File: src/rtl/rf_pkg.sv
// Shared defaults, address type and flat-bus helper for the scoreboarded register file.
package rf_pkg;
    localparam int RF_WIDTH  = 16;
    localparam int RF_NREGS  = 8;
    localparam int RF_PEND_W = 2;
    localparam int RF_AW     = $clog2(RF_NREGS);

    typedef logic [RF_AW-1:0] reg_addr_t;

    // Low bit of register idx within the flat all-register image.
    function automatic int slice_lo(input int idx, input int width);
        return idx * width;
    endfunction
endpackage

File: src/rtl/rf_pend_ctr.sv
// Saturating pending-write counter for one register; inc and dec in the same cycle cancel.
// Count updates one cycle after the request; never wraps in either direction.
module rf_pend_ctr #(
    parameter int PEND_W = 2
) (
    input  logic              clk,
    input  logic              rst,
    input  logic              inc,
    input  logic              dec,
    output logic [PEND_W-1:0] cnt,
    output logic              nonzero,
    output logic              full
);
    logic [PEND_W-1:0] r_cnt;

    always_ff @(posedge clk or posedge rst) begin
        if (rst) begin
            r_cnt <= '0;
        end else if (inc && !dec && r_cnt != '1) begin
            r_cnt <= r_cnt + PEND_W'(1);
        end else if (dec && !inc && r_cnt != '0) begin
            r_cnt <= r_cnt - PEND_W'(1);
        end
    end

    assign cnt     = r_cnt;
    assign nonzero = (r_cnt != '0);
    assign full    = (r_cnt == '1);
endmodule

File: src/rtl/rf_scoreboard.sv
// Register file with one write port, two combinational read ports and a per-register
// pending-write scoreboard the issue stage uses to detect RAW hazards.
module rf_scoreboard
    import rf_pkg::*;
#(
    parameter int  WIDTH   = RF_WIDTH,
    parameter int  NREGS   = RF_NREGS,
    parameter int  PEND_W  = RF_PEND_W,
    parameter bit  BYPASS  = 1'b1,
    parameter bit  ZERO_R0 = 1'b0,
    localparam int AW      = $clog2(NREGS)
) (
    input  logic                   clk,
    input  logic                   rst,
    input  logic                   we,
    input  logic [AW-1:0]          waddr,
    input  logic [WIDTH-1:0]       wdata,
    input  logic [AW-1:0]          raddr_a,
    input  logic [AW-1:0]          raddr_b,
    output logic [WIDTH-1:0]       rdata_a,
    output logic [WIDTH-1:0]       rdata_b,
    output logic                   busy_a,
    output logic                   busy_b,
    input  logic                   rsv_valid,
    input  logic [AW-1:0]          rsv_addr,
    output logic                   rsv_ready,
    output logic [NREGS-1:0]       busy_vec,
    output logic [NREGS*WIDTH-1:0] out_rf
);
    logic [WIDTH-1:0]  r_regs [NREGS];
    logic [PEND_W-1:0] w_cnt  [NREGS];
    logic [NREGS-1:0]  w_inc;
    logic [NREGS-1:0]  w_dec;
    logic [NREGS-1:0]  w_nz;
    logic [NREGS-1:0]  w_full;
    logic              w_wr_ok;
    logic              w_rsv_acc;

    assign w_wr_ok = we && !(ZERO_R0 && waddr == '0);

    always_ff @(posedge clk or posedge rst) begin
        if (rst) begin
            for (int i = 0; i < NREGS; i++) begin
                r_regs[i] <= '0;
            end
        end else if (w_wr_ok) begin
            r_regs[waddr] <= wdata;
        end
    end

    // A retiring write on the reserved register frees a slot in the same cycle.
    assign rsv_ready = !w_full[rsv_addr] || w_dec[rsv_addr];
    assign w_rsv_acc = rsv_valid && rsv_ready;

    for (genvar i = 0; i < NREGS; i++) begin : g_reg
        localparam bit HARD_ZERO = ZERO_R0 && (i == 0);

        assign w_inc[i] = w_rsv_acc && (rsv_addr == AW'(i)) && !HARD_ZERO;
        assign w_dec[i] = we && (waddr == AW'(i)) && (w_cnt[i] != '0);

        rf_pend_ctr #(
            .PEND_W (PEND_W)
        ) u_ctr (
            .clk     (clk),
            .rst     (rst),
            .inc     (w_inc[i]),
            .dec     (w_dec[i]),
            .cnt     (w_cnt[i]),
            .nonzero (w_nz[i]),
            .full    (w_full[i])
        );

        assign out_rf[slice_lo(i, WIDTH) +: WIDTH] = HARD_ZERO ? '0 : r_regs[i];
    end

    assign busy_vec = w_nz;
    assign busy_a   = w_nz[raddr_a];
    assign busy_b   = w_nz[raddr_b];

    always_comb begin
        rdata_a = r_regs[raddr_a];
        if (BYPASS && w_wr_ok && waddr == raddr_a) begin
            rdata_a = wdata;
        end
        if (ZERO_R0 && raddr_a == '0) begin
            rdata_a = '0;
        end
    end

    always_comb begin
        rdata_b = r_regs[raddr_b];
        if (BYPASS && w_wr_ok && waddr == raddr_b) begin
            rdata_b = wdata;
        end
        if (ZERO_R0 && raddr_b == '0) begin
            rdata_b = '0;
        end
    end
endmodule

File: config.mk
export PLATFORM = sky130hd
export DESIGN_NAME = rf_scoreboard
export DESIGN_NICKNAME = d
export VERILOG_FILES = /design/src/rtl/rf_pkg.sv /design/src/rtl/rf_pend_ctr.sv /design/src/rtl/rf_scoreboard.sv
export SDC_FILE = /design/constraint.sdc
export NUM_CORES = 1
export LEC_CHECK = 0
export BUFFER_PORTS_ARGS = -buffer_cell sky130_fd_sc_hd__buf_2
export CAP_MARGIN = 20
export CORE_ASPECT_RATIO = 0.8
export CORE_MARGIN = 10
export CORE_UTILIZATION = 35
export DETAILED_ROUTE_END_ITERATION = 10
export HOLD_SLACK_MARGIN = 0.08
export SLEW_MARGIN = 20
export SYNTH_ARGS = -nofsm -noshare
export SYNTH_HDL_FRONTEND = slang
export SYNTH_SLANG_ARGS = --single-unit
File: constraint.sdc
create_clock -name clk -period 3.86 [get_ports clk]
set_input_delay 0.193 -clock clk [delete_from_list [all_inputs] [get_ports clk]]
set_output_delay 0.193 -clock clk [all_outputs]
set_load 0.05 [all_outputs]
==> summary.txt <==
Max stage delay on crit path: 0.41 ns
CP Capture Type: output port
Req. time, crit path: 3.67 ns
crit-path max FO: 5
Worst Reg-to-Reg Cells: 5
routed len/inst: 23.7 um
Critical Path AT: 2.24 ns
worst hold stages: 3
number of vias per cell: 5.40
core footprint: 0.0242 mm2
top cells by area, synth: dfrtp_1 42%, mux4_2 18%, mux2_2 15%
Area growth syn-to-layout: 23.0%
Post-CTS Setup Inserts: 0
worst skew pair latency: 0.42 ns
number of global-route vias before repair: 6826
most common cell in the netlist: dfrtp_1
total track usage: 18.5%
post-synthesis cell count: 711
Hold Crit Class: primary input to register
number of synthesized flops with an enable pin: 0
area share of the largest cell type after synthesis: 42.3%
Synth Register Bits: 144
final WL: 28.9 mm
RD Place Congestion: 0.821
Die Span Y: 160 um
commonest cells in the netlist: 144 x dfrtp_1, 112 x mux2_2, 72 x nand2_1, 68 x mux4_2, 51 x nor2_1
average size of a mapped cell: 12.0 um2
# fillers: 2301
Synth area leader: dfrtp_1
row count: 51
first-pass GRT wire length: 44.5 mm
Cell Pwr Density: 678 mW/mm2
I/O pin total: 203
fin. max-slew vios: 0
CTS root buf: clkbuf_16
# clock sinks: 144
final hold slack: 0.0968 ns
Pre-antenna DRT Iters: 5
fin crit share: 63.1%
Die X: 195 um
minimum clock period: 2.44 ns
DR iter-0 viols: 533
Cell variety after synth: 48
Post-layout nets: 921
ys async rst share: 100%
crit path max-delay cell type: dfrtp_1
Worst path depth: 6
Leak: 4.70 nW
top_reg_cell synth: dfrtp_1
register area: 0.00360 mm2
post-synthesis sequential area ratio: 42.3%
CP delay by family, top: compound AO/OA/AOI/OAI gates
CTS Buffer Depth: 2
status: complete, no violations
worst path cell trace: or2_2 > a31o_2 > a211o_1 > a22oi_2 > inv_1 > buf_2
Post-Syn Area: 0.00853 mm2
Hold Vio Cnt, Final: 0
gr ovfl total: 0
clk_skew: 0.00621 ns
critical path class: register to output port
Final TNS setup: 0 ns
drt drc: 0
Synth Net Count: 743
Setup-failing EPs final: 0
worst vdd ir: 378 uV
Antenna Nets Post-Route: 0
Util after Layout: 43.4%
Buffers & Inverters on Critical Path: 2
CP startpoint kind: register
worst-margin pin slew: 0.938 ns
H-tree depth: 4
clock slew at reported path FFs: 0.06 ns
CTS tree: done
initial core utilization: 35.3%
total CTS buffers: 17
hpwl dp: 19.8 mm
vias: 6588
I/O Buffers: 202
RSZ-0062 raised after global routing: false
Max Cap Violations: 0
max_slew headroom: 37.4%
largest net degree at the start of global routing: 62
initial antenna violation count: 0
share of cells above drive strength 1: 49.6%
Ys Warns: 0
multi-input logic area: 0.00453 mm2
fmax: 0.410 GHz
Die ar.: 0.0310 mm2
n_diodes: 0
per-layer routing:
metal / share of wire (%) / vias to the layer above / GRT usage (%)
met1: 46 / 3395 / 25.6
li1: - / 2958 / -
met4: 0.98 / 0 / 4.40
met5: 0 / - / 0
met2: 46 / 211 / 28.2
met3: 6.6 / 24 / 5.00
kinds of logic after synthesis:
kind of cell           Yosys count  synth area share [%]
AND/OR/NAND/NOR                166                  8.79
buffers and inverters           91                  4.93
flip-flops                     144                  42.3
XOR/XNOR                        13                  1.34
multiplexers                   214                  36.7
AO/OA/AOI/OAI                   83                  5.96
final timing paths:
path / from / to / slack, ns
worst min-delay path: wdata[13] / out_rf[45] / 0.1
max in group asynchronous: rst / out_rf[113] / 2.70
worst min register to register: out_rf[45] / out_rf[45] / 0.53
min in group asynchronous: rst / out_rf[2] / 0.30
worst max-delay path: g_reg[1].u_ctr.cnt[0] / rsv_ready / 1.42
worst max register to register: g_reg[6].u_ctr.cnt[1] / g_reg[5].u_ctr.cnt[0] / 2.03
registers in the layout (all words and copies together) (netlist names):
| name | flops |
|---|---|
| g.u_ctr.cnt | 16 |
| out_rf | 128 |
power by group:
| part | total [mW] | internal [mW] | leakage (nW) | switching, mW |
|---|---|---|---|---|
| clock network | 1.63 | 0.908 | 0.277 | 0.722 |
| logic | 3.26 | 0.967 | 2.67 | 2.29 |
| registers | 2.23 | 1.85 | 1.75 | 0.378 |
| total | 7.11 | 3.72 | 4.70 | 3.39 |
cell type report:
type | count | area share (%)
timing repair buffer | 234 | 12.6
sequential | 144 | 34.4
multi-input combinational | 476 | 43.2
clock buffer | 17 | 4.06
clock inverter | 15 | 1.42
inverter | 16 | 0.609
tap | 318 | 3.79
timing repair:
item,CTS,global route
hold buffers,11,0
endpoints found under the hold margin,48,0
resized for setup,0,0
layout by cell type, fill, tap and decap left out, types with 2 or more instances in the layout:
cell / count
o21ai_0: 12
inv_8: 3
buf_12: 3
nand3_1: 6
inv_6: 5
nand4b_1: 5
and2_1: 4
clkbuf_16: 17
nor2_1: 51
o311ai_0: 2
dfrtp_1: 144
a21oi_1: 46
mux4_2: 68
o211ai_1: 2
mux2_2: 112
buf_4: 18
o21ai_1: 2
nand2b_1: 7
dlygate4sd3_1: 11
or3_1: 5
or2_2: 3
xnor2_1: 13
clkinv_2: 2
nand4_1: 4
mux2i_1: 34
buf_2: 202
nor2b_1: 2
a211oi_1: 4
inv_1: 14
nand2_1: 72
nor3_1: 2
clkinvlp_4: 4
worst reg2reg max path, stage by stage, from the launching register on:
cell and delay, ns:
dfrtp_1 0.43, and2_1 0.20, mux4_2 0.52, a31oi_4 0.27, mux2i_1 0.21, mux2i_1 0.08
per-stage QoR:
step | instance area (um2) | setup slack (ns) | std cells | power [mW]
after floorplan | 8530 | 1.69 | 711 | 4.70
after global placement | 9780 | 1.55 | 1176 | 5.48
after detailed placement | 9780 | 1.53 | 1176 | 5.52
after CTS | 10500 | 1.41 | 1219 | 7.18
after global routing | 10500 | 1.31 | 1220 | 7.45
final | 10500 | 1.42 | 1220 | 7.11
(Power assumes the default switching activity.)
